$ cat config.mk
export PLATFORM = sky130hd
export DESIGN_NAME = pico_demo_ctrl
export DESIGN_NICKNAME = d
export VERILOG_FILES = /design/src/rtl/pico_demo_ctrl.sv
export SDC_FILE = /design/constraint.sdc
export NUM_CORES = 1
export LEC_CHECK = 0
export CAP_MARGIN = 20
export CORE_MARGIN = 3
export CORE_UTILIZATION = 50
export DETAILED_ROUTE_END_ITERATION = 10
export PLACE_DENSITY = 0.79
export SLEW_MARGIN = 5
export SYNTH_ARGS = -nofsm -noshare
export SYNTH_HDL_FRONTEND = slang
export SYNTH_SLANG_ARGS = --single-unit
export TNS_END_PERCENT = 5
$ cat constraint.sdc
create_clock -name fastclk -period 2.5 [get_ports fastclk]
set_input_delay 0.75 -clock fastclk [delete_from_list [all_inputs] [get_ports fastclk]]
set_output_delay 0.75 -clock fastclk [all_outputs]
set_load 0.05 [all_outputs]
$ cat src/rtl/pico_demo_ctrl.sv
// pico_demo_ctrl: clock-enable controller for a small demo processor.
// Synchronises the front-panel inputs, runs a HALT/RUN/STEP/FAST mode FSM,
// debounces the step button, and produces a one-cycle cpu_en pulse stream
// together with an LED latch and a pulse counter.
module pico_demo_ctrl #(
    parameter int CLK_HZ          = 50000000,
    parameter int STEP_HZ         = 10,
    parameter int DW              = 8,
    parameter int DEBOUNCE_CYCLES = 500000,
    parameter int CW              = 16
) (
    input  logic          fastclk,
    input  logic          reset,
    input  logic [1:0]    mode,
    input  logic          step_btn,
    input  logic [DW-1:0] SW,
    input  logic [DW-1:0] cpu_outport,
    output logic          cpu_en,
    output logic [DW-1:0] sw_sync,
    output logic [DW-1:0] LED,
    output logic [CW-1:0] step_count
);

    localparam int DIV = CLK_HZ / STEP_HZ;
    localparam int PW  = (DIV > 2) ? $clog2(DIV) : 1;
    localparam int DBW = (DEBOUNCE_CYCLES > 1) ? $clog2(DEBOUNCE_CYCLES + 1) : 1;
    localparam logic [PW-1:0]  PRESC_MAX = PW'(DIV - 1);
    localparam logic [DBW-1:0] DB_MAX    = DBW'(DEBOUNCE_CYCLES - 1);

    // A step rate that leaves fewer than two clocks per step, or a zero-length
    // debounce window, cannot be built meaningfully.
    generate
        if (DIV < 2 || DEBOUNCE_CYCLES < 1) begin : g_bad_params
            $error("pico_demo_ctrl: CLK_HZ/STEP_HZ must be >= 2 and DEBOUNCE_CYCLES >= 1");
        end
    endgenerate

    typedef enum logic [1:0] {
        ST_HALT = 2'b00,
        ST_RUN  = 2'b01,
        ST_STEP = 2'b10,
        ST_FAST = 2'b11
    } state_t;

    // Map the synchronised mode code onto an FSM state.
    function automatic state_t mode_to_state(input logic [1:0] m);
        state_t s;
        case (m)
            2'b00:   s = ST_HALT;
            2'b01:   s = ST_RUN;
            2'b10:   s = ST_STEP;
            2'b11:   s = ST_FAST;
            default: s = ST_HALT;
        endcase
        return s;
    endfunction

    logic [1:0]    r_mode_s1, r_mode_s2;
    logic          r_btn_s1, r_btn_s2;
    logic [DW-1:0] r_sw_s1, r_sw_s2;
    state_t        r_state;
    logic [PW-1:0] r_presc;
    logic [DBW-1:0] r_db_cnt;
    logic          r_db_stable;
    logic          r_db_stable_d;
    logic          r_cpu_en;
    logic [DW-1:0] r_led;
    logic [CW-1:0] r_step_count;

    state_t        w_state_next;
    logic          w_state_chg;
    logic [PW-1:0] w_presc_next;
    logic          w_cpu_en_next;
    logic          w_db_rise;

    // Two-flop synchronisers for every asynchronous front-panel input.
    always_ff @(posedge fastclk or negedge reset) begin
        if (!reset) begin
            r_mode_s1 <= 2'b00;
            r_mode_s2 <= 2'b00;
            r_btn_s1  <= 1'b0;
            r_btn_s2  <= 1'b0;
            r_sw_s1   <= '0;
            r_sw_s2   <= '0;
        end else begin
            r_mode_s1 <= mode;
            r_mode_s2 <= r_mode_s1;
            r_btn_s1  <= step_btn;
            r_btn_s2  <= r_btn_s1;
            r_sw_s1   <= SW;
            r_sw_s2   <= r_sw_s1;
        end
    end

    // Debouncer: the stable level flips only after DEBOUNCE_CYCLES
    // consecutive cycles of disagreement; any agreement restarts the count.
    always_ff @(posedge fastclk or negedge reset) begin
        if (!reset) begin
            r_db_cnt      <= '0;
            r_db_stable   <= 1'b0;
            r_db_stable_d <= 1'b0;
        end else begin
            r_db_stable_d <= r_db_stable;
            if (r_btn_s2 == r_db_stable) begin
                r_db_cnt <= '0;
            end else if (r_db_cnt == DB_MAX) begin
                r_db_stable <= ~r_db_stable;
                r_db_cnt    <= '0;
            end else begin
                r_db_cnt <= r_db_cnt + DBW'(1);
            end
        end
    end

    assign w_db_rise = r_db_stable & ~r_db_stable_d;

    // FSM state register and step prescaler.
    always_ff @(posedge fastclk or negedge reset) begin
        if (!reset) begin
            r_state <= ST_HALT;
            r_presc <= '0;
        end else begin
            r_state <= w_state_next;
            r_presc <= w_presc_next;
        end
    end

    // Next state, prescaler and pulse decision. A state change wins over a
    // terminal count or a debounced press that lands in the same cycle.
    always_comb begin
        w_state_next  = mode_to_state(r_mode_s2);
        w_state_chg   = (w_state_next != r_state);
        w_presc_next  = '0;
        w_cpu_en_next = 1'b0;
        if (w_state_chg) begin
            w_presc_next  = '0;
            w_cpu_en_next = (w_state_next == ST_FAST);
        end else begin
            case (r_state)
                ST_RUN: begin
                    if (r_presc == PRESC_MAX) begin
                        w_presc_next  = '0;
                        w_cpu_en_next = 1'b1;
                    end else begin
                        w_presc_next  = r_presc + PW'(1);
                        w_cpu_en_next = 1'b0;
                    end
                end
                ST_STEP: w_cpu_en_next = w_db_rise;
                ST_FAST: w_cpu_en_next = 1'b1;
                ST_HALT: w_cpu_en_next = 1'b0;
                default: w_cpu_en_next = 1'b0;
            endcase
        end
    end

    // Registered clock-enable, LED latch and wrapping pulse counter.
    always_ff @(posedge fastclk or negedge reset) begin
        if (!reset) begin
            r_cpu_en     <= 1'b0;
            r_led        <= '0;
            r_step_count <= '0;
        end else begin
            r_cpu_en <= w_cpu_en_next;
            if (r_cpu_en) begin
                r_led        <= cpu_outport;
                r_step_count <= r_step_count + CW'(1);
            end else begin
                r_led        <= r_led;
                r_step_count <= r_step_count;
            end
        end
    end

    assign cpu_en     = r_cpu_en;
    assign sw_sync    = r_sw_s2;
    assign LED        = r_led;
    assign step_count = r_step_count;

endmodule

==> metrics.md, run 1 <==
| Metric | Value |
|---|---|
| Status | complete, no violations |
| Area leader, netlist | dfrtp_1 |
| DRC Markers | 0 |
| Clock Latency Late Sink | about 0.35 ns |
| Hold Vio Cnt, Final | 0 |
| Most used DFF post-synth | dfrtp_1 |
| Switching power | approximately 0.001 W |
| Area share of the largest cell type after synthesis | 0.604 |
| Worst min-delay path class | input pin to async pin |
| Worst Setup End Kind | primary output |
| Max-slew headroom | 0.514 |
| Post-CTS Hold Buffers | 0 |
| Crit-path cells | clkdlybuf4s50_1 |
| Root Driver | clkbuf_8 |
| Post_cts resized | 0 |
| PD cells | 697 mW/mm2 |
| Top cells by area, synth | dfrtp_1, xor2_1, xnor2_1, nor2_1, mux2_2 |
| Crit path max fanout | 6 |
| Initial Util | 0.523 |
| CTS tree | yes |
| 1st-pass router iterations | 4 |
| Dpl hpwl | between 4000 and 5000 um |
| Die area | 0.00879 mm2 |
| Cell Rows | 31 |
| Synth cell types | 35 |
| Vias in the first global route | about 2600 |
| Vias | roughly 2700 |
| Vert. Die Dim | ~94 um |
| Share of cells above drive strength 1 | 0.0967 |
| Post-route ant nets | 0 |
| Max Slew Vio Count | 0 |
| Avg Inst Size Synth | between 10 and 15 um2 |
| Max Cap Violations | 0 |
| Critical path class | flip-flop to primary output |
| Worst slack, placed | approximately 0.30 ns |
| Clk pwr share | 0.306 |
| Worst-margin pin slew | roughly 0.73 ns |
| Area Overhead vs Synth | 21.4% |
| Req. time, crit path | 1.75 ns |
| CP max stage cell | clkdlybuf4s50_1 |
| Sw Share | 0.304 |
| Power share of the combinational group | 0.179 |
| Gpl congestion | approximately 0.77 |
| Antenna diodes | 0 |
| Setup violations, final | 0 |
| Tmin final | around 2.4 ns |
| Area of the mapped netlist | between 0.003 and 0.004 mm2 |
| Reg clk slew, reported paths | roughly 0.09 ns |
| Final #Nets | about 410 |
| Drt first-iter violations | 115 |
| F_max | between 400 and 500 MHz |
| Worst vdd ir | between 0.4 and 0.5 mV |
| Die width | 93.8 um |
| Total leakage power | 1.92 nW |
| Routed WL per cell | around 14 um |
| First-pass GRT wire length | 11700 um |
| Flops & latches, synth | a little over 90 |
| # port buffers | 53 |
| Mapped Nets | around 360 |
| Most numerous cell in the Yosys netlist | dfrtp_1 |
| Ys Warns | 0 |
| CTS buffer count | 9 |
| Post-CTS Setup Bufs | 0 |
| Crit path max-delay family | buffers and inverters |
| Final worst slack | 0.0854 ns |
| Final Non-Filler Cells | just under 500 |
| Initial antenna violation count | 0 |
| Period utilisation layout | 0.966 |
| RSZ-0062 raised after global routing | false |
| Core Footprint | about 0.0074 mm2 |
| Design area | about 0.0047 mm2 |
| Final wirelength | about 6600 um |
| Arrival time at the worst endpoint | 1.66 ns |
| Total congestion overflow | 0 |
| Fin Setup TNS | 0 ns |
| Total track usage | 0.167 |
| Number of cells on the worst reg-to-reg path | 5 |
| Sequential power share | 0.515 |
| Internal power | between 0.002 and 0.0025 W |
| Final core occ | 0.635 |
| H-tree depth | 3 |
| Post-synth EDFFs | 0 |
| Synth cell count leaders | dfrtp_1, nor2_1, xor2_1 |
| I/O pin count | 54 |
| Multi-input gate area | 0.00144 mm2 |
| Worst-case clock buffer depth | 2 |
| Largest net degree at the start of global routing | 65 |
| Mapped Cells | about 340 |
| CP startpoint kind | flip-flop |
| Async S/R FF share, synth | 1.00 |
| Filler Cell Count | between 500 and 600 |
| Placed Instances | 476 |
| CP Depth | 1 |
| Largest stage delay on the critical path | 0.84 ns |
| Clock Sinks | 93 |
| Worst clock skew | 0.00840 ns |
| Placement Cell Area | between 0.004 and 0.005 mm2 |
| Buffers and inverters on the worst path | 1 |
| Sequential fraction of the synthesis area | 0.604 |
| Via/cell ratio | approximately 5.4 |
| Register area | 0.00233 mm2 |
-- cell families (layout without fill, tap and decap cells) --
family,after synthesis,in the layout,synth area share
AO/OA/AOI/OAI,32,32,0.0484
XOR/XNOR,40,40,0.0909
adder cells (fa/ha/maj),3,3,0.00974
buffers and inverters,22,80,0.0227
flip-flops,93,93,0.604
multiplexers,10,10,0.0292
AND/OR/NAND/NOR,135,135,0.195
-- cell usage in the layout (no fill, tap or decap), types with 2 or more instances in the layout --
master,instances
a21oi_1,15
and2_1,3
and3_1,6
and4_1,3
buf_4,4
clkbuf_8,9
clkdlybuf4s50_1,51
clkinv_2,2
clkinvlp_4,2
dfrtp_1,93
ha_1,3
inv_1,8
mux2_2,10
nand2_1,17
nand3_1,16
nand3b_1,2
nand4_1,16
nor2_1,32
nor3_1,5
nor4_1,6
nor4b_1,3
o21ai_0,10
o31ai_1,4
or3_1,11
or4_1,7
xnor2_1,19
xor2_1,21
-- flip-flops by register name, indices dropped and copies added (netlist names) --
register       cells
LED                8
cpu_en             1
r_btn_s1           1
r_btn_s2           1
r_db_cnt          19
r_db_stable        1
r_db_stable_d      1
r_mode_s1          2
r_mode_s2          2
r_presc           23
r_state            2
r_sw_s1            8
step_count        16
sw_sync            8
-- area by class of cell --
cell class,count,area share
well taps,99,0.0265
multi-input cells,220,0.307
inverters,8,0.00642
clock buffers,9,0.0265
repair buffers,56,0.120
clock inverters,7,0.0160
flip-flops and latches,93,0.497
-- path summary, 6_finish.rpt --
path,end,slack (ns),start
worst max-delay path,step_count[3],0.09,step_count[3]
max in group asynchronous,r_mode_s1[0],1.56,reset
worst max register to register,r_presc[20],0.30,r_presc[0]
worst min-delay path,LED[2],0.30,reset
worst min register to register,r_mode_s2[1],0.35,r_mode_s1[1]
min in group fastclk,r_mode_s2[1],0.35,r_mode_s1[1]
-- per-layer routing --
metal,GRT usage,up-vias,share of wire
li1,-,1283,-
met1,0.218,1278,0.46
met2,0.266,81,0.46
met3,0.0369,10,0.055
met4,0.0782,0,0.019
met5,0,-,0
-- per-stage QoR --
stage | power (W) | hold WS (ns)
after floorplan | 0.00206 | 0.331
after global placement | 0.00229 | 0.333
after detailed placement | 0.00230 | 0.335
after CTS | 0.00330 | 0.303
after global routing | 0.00341 | 0.319
final | 0.00326 | 0.303
-- power groups by stage --
stage               Sequential (W)  Combinational [W]  Clock (W)
CTS                        0.00168           0.000592    0.00103
floorplan                  0.00195           0.000108          0
finish                     0.00168           0.000584   0.000997
detailed placement         0.00171           0.000591          0
global route               0.00170           0.000619    0.00109
global placement           0.00170           0.000586          0
Note: power is estimated with default switching activity, not from simulation.
==> inputs of run 2 (changes only) <==
Settings changed: CAP_MARGIN 20 to 30, CORE_MARGIN 3 to 2.
==> run 2 against run 1 <==
Worst hold slack gained 0.041 ns. Highest routed layer unchanged. Global-route usage grew 0.57 points. Design area grew 0.56%. Largest power group unchanged.
==> metrics.md, run 2 (synthesis results as in run 1) <==
| Metric | Value |
|---|---|
| Status | complete, no violations |
| Clock Latency Late Sink | 0.36 ns (about the same) |
| Placed Instances | 480 (+0.84%) |
| CP startpoint kind | flip-flop |
| Die width | 91.8 um (-2.1%) |
| Clock Sinks | 93 (unchanged) |
| Fin Setup TNS | 0 ns (unchanged) |
| Vias in the first global route | 2620 (unchanged) |
| F_max | 414 MHz (about the same) |
| DRC Markers | 0 (unchanged) |
| Tmin final | 2.42 ns (+0.00153 ns) |
| Power share of the combinational group | 0.176 (-0.003) |
| Total track usage | 0.173 (+0.00566) |
| Post_cts resized | 0 (unchanged) |
| Max Slew Vio Count | 0 (unchanged) |
| Root Driver | clkbuf_8 |
| Post-route ant nets | 0 (unchanged) |
| Core Footprint | 0.00761 mm2 (+3.2%) |
| Routed WL per cell | 13.9 um (+2.5%) |
| Crit path to | step_count[2] |
| RSZ-0062 raised after global routing | false |
| Worst clock skew | 0.0165 ns (+0.00813 ns) |
| Largest stage delay on the critical path | 0.85 ns (about the same) |
| Max-slew headroom | 0.540 (+0.0258) |
| Sw Share | 0.304 (about the same) |
| R2R setup slack | 0.31 ns (about the same) |
| Drt first-iter violations | 121 (+5.2%) |
| Arrival time at the worst endpoint | 1.67 ns (about the same) |
| Crit-path cells | clkdlybuf4s50_1 |
| Initial Util | 0.506 (-0.0163) |
| Cell Rows | 32 (+3.2%) |
| Worst-case clock buffer depth | 2 (unchanged) |
| Buffers and inverters on the worst path | 1 (unchanged) |
| Worst-margin pin slew | 0.690 ns (-0.0388 ns) |
| Dpl hpwl | 4790 um (+3.9%) |
| Number of cells on the worst reg-to-reg path | 5 (unchanged) |
| Reg clk slew, reported paths | 0.10 ns (about the same) |
| Most common library cell in the layout ignoring fill and taps | dfrtp_1 |
| R2R Path Start | r_presc[0] |
| PD cells | 707 mW/mm2 (+1.3%) |
| Final wirelength | 6870 um (+3.4%) |
| Req. time, crit path | 1.75 ns (about the same) |
| Setup violations, final | 0 (unchanged) |
| Post-CTS Hold Buffers | 0 (unchanged) |
| Placement Cell Area | 0.00449 mm2 (+0.25%) |
| Sequential power share | 0.506 (-0.009) |
| Area Overhead vs Synth | 22.1% |
| Design area | 0.00470 mm2 (+0.56%) |
| Commonest non-fill, non-tap cells in the layout | dfrtp_1, clkdlybuf4s50_1, nor2_1, xor2_1, xnor2_1 |
| Antenna diodes | 0 (unchanged) |
| Worst slack, placed | 0.357 ns (+0.0597 ns) |
| Vert. Die Dim | 91.8 um (-2.1%) |
| Share of cells above drive strength 1 | 0.0990 (+0.00229) |
| Crit path max-delay family | buffers and inverters |
| I/O pin count | 54 (unchanged) |
| Final Non-Filler Cells | 496 (+0.81%) |
| Vias | 2675 (+0.87%) |
| Period utilisation layout | 0.966 (about the same) |
| Largest net degree at the start of global routing | 39 (-40%) |
| Final #Nets | 413 (+0.24%) |
| Critical path class | flip-flop to primary output |
| Total leakage power | 1.94 nW (+0.91%) |
| Total congestion overflow | 0 (unchanged) |
| Worst vdd ir | 0.423 mV (+0.67%) |
| RR Endpoint | r_presc[20] |
| Largest register FFs | 23 (unchanged) |
| Internal power | 0.00232 W (+1.9%) |
| Initial antenna violation count | 0 (unchanged) |
| CTS buffer count | 9 (unchanged) |
| Hold Vio Cnt, Final | 0 (unchanged) |
| First-pass GRT wire length | 11700 um (-0.11%) |
| Worst min-delay path class | input pin to async pin |
| Register name with the most flops | r_presc |
| Final worst slack | 0.0839 ns (-0.00153 ns) |
| Post-CTS Setup Bufs | 0 (unchanged) |
| CP max stage cell | clkdlybuf4s50_1 |
| CTS tree | yes |
| Via/cell ratio | 5.39 (about the same) |
| Die area | 0.00842 mm2 (-4.2%) |
| Crit path launch | step_count[2] |
| Worst Setup End Kind | primary output |
| Switching power | 0.00101 W (+1.9%) |
| 1st-pass router iterations | 4 (unchanged) |
| Gpl congestion | 0.796 (+2.9%) |
| # port buffers | 53 (unchanged) |
| CP Depth | 1 (unchanged) |
| Crit path max fanout | 7 (+1) |
| H-tree depth | 3 (unchanged) |
| Clk pwr share | 0.317 (+0.011) |
| Max Cap Violations | 0 (unchanged) |
[run 2: cell count changes in the layout (fill, tap and decap cells not counted)]
cell / change
buf_4: +1
clkinv_2: -2
clkinvlp_4: -2
inv_6: +3
clkbuf_8: +1
[run 2: cell type report]
cell class / instances / area, um2
Inverter: 8 / 30.0
Multi-Input combinational cell: 220 / 1440
Clock buffer: 10 / 138
Tap cell: 102 / 128
Timing Repair Buffer: 57 / 568
Clock inverter: 6 / 76.3
Fill cell: 625 / 2900
Sequential cell: 93 / 2330
[run 2: how the worst min path moves through the flow]
stage                             from      endpoint  slack (ns)  cells past startpoint
after floorplan               r_btn_s1      r_btn_s2        0.33                      0
after global placement      r_sw_s1[4]    sw_sync[4]        0.33                      0
after global routing      r_mode_s1[0]  r_mode_s2[0]        0.36                      0
final                            reset   r_db_cnt[8]        0.34                      1
after CTS                        reset        LED[3]        0.35                      1
after detailed placement    r_sw_s1[6]    sw_sync[6]        0.33                      0
[run 2: power by group through the flow]
stage	Clock, W	Sequential (W)	Combinational (W)
floorplan	0	0.00195	0.000108
global placement	0	0.00170	0.000586
detailed placement	0	0.00171	0.000594
CTS	0.00109	0.00168	0.000594
global route	0.00115	0.00170	0.000620
finish	0.00106	0.00168	0.000587
[run 2: routing by layer]
metal | vias up | global-route usage | share of wire
li1 | 1283 | - | -
met1 | 1305 | 0.219 | 0.46
met2 | 77 | 0.278 | 0.47
met3 | 10 | 0.0444 | 0.054
met4 | 0 | 0.0846 | 0.015
met5 | - | 0 | 0
[run 2: per-stage QoR]
step | total power, W | hold slack (ns) | util
global placement | 0.00229 | 0.332 | 0.590
detailed placement | 0.00230 | 0.335 | 0.590
global route | 0.00347 | 0.363 | 0.618
CTS | 0.00336 | 0.351 | 0.618
finish | 0.00332 | 0.344 | 0.618
floorplan | 0.00206 | 0.331 | -
==> inputs of run 3 (changes only) <==
Settings changed: TNS_END_PERCENT 5 to 10.
==> results of run 3 <==
The final DEF is identical to that of run 2; final timing and power are the same.
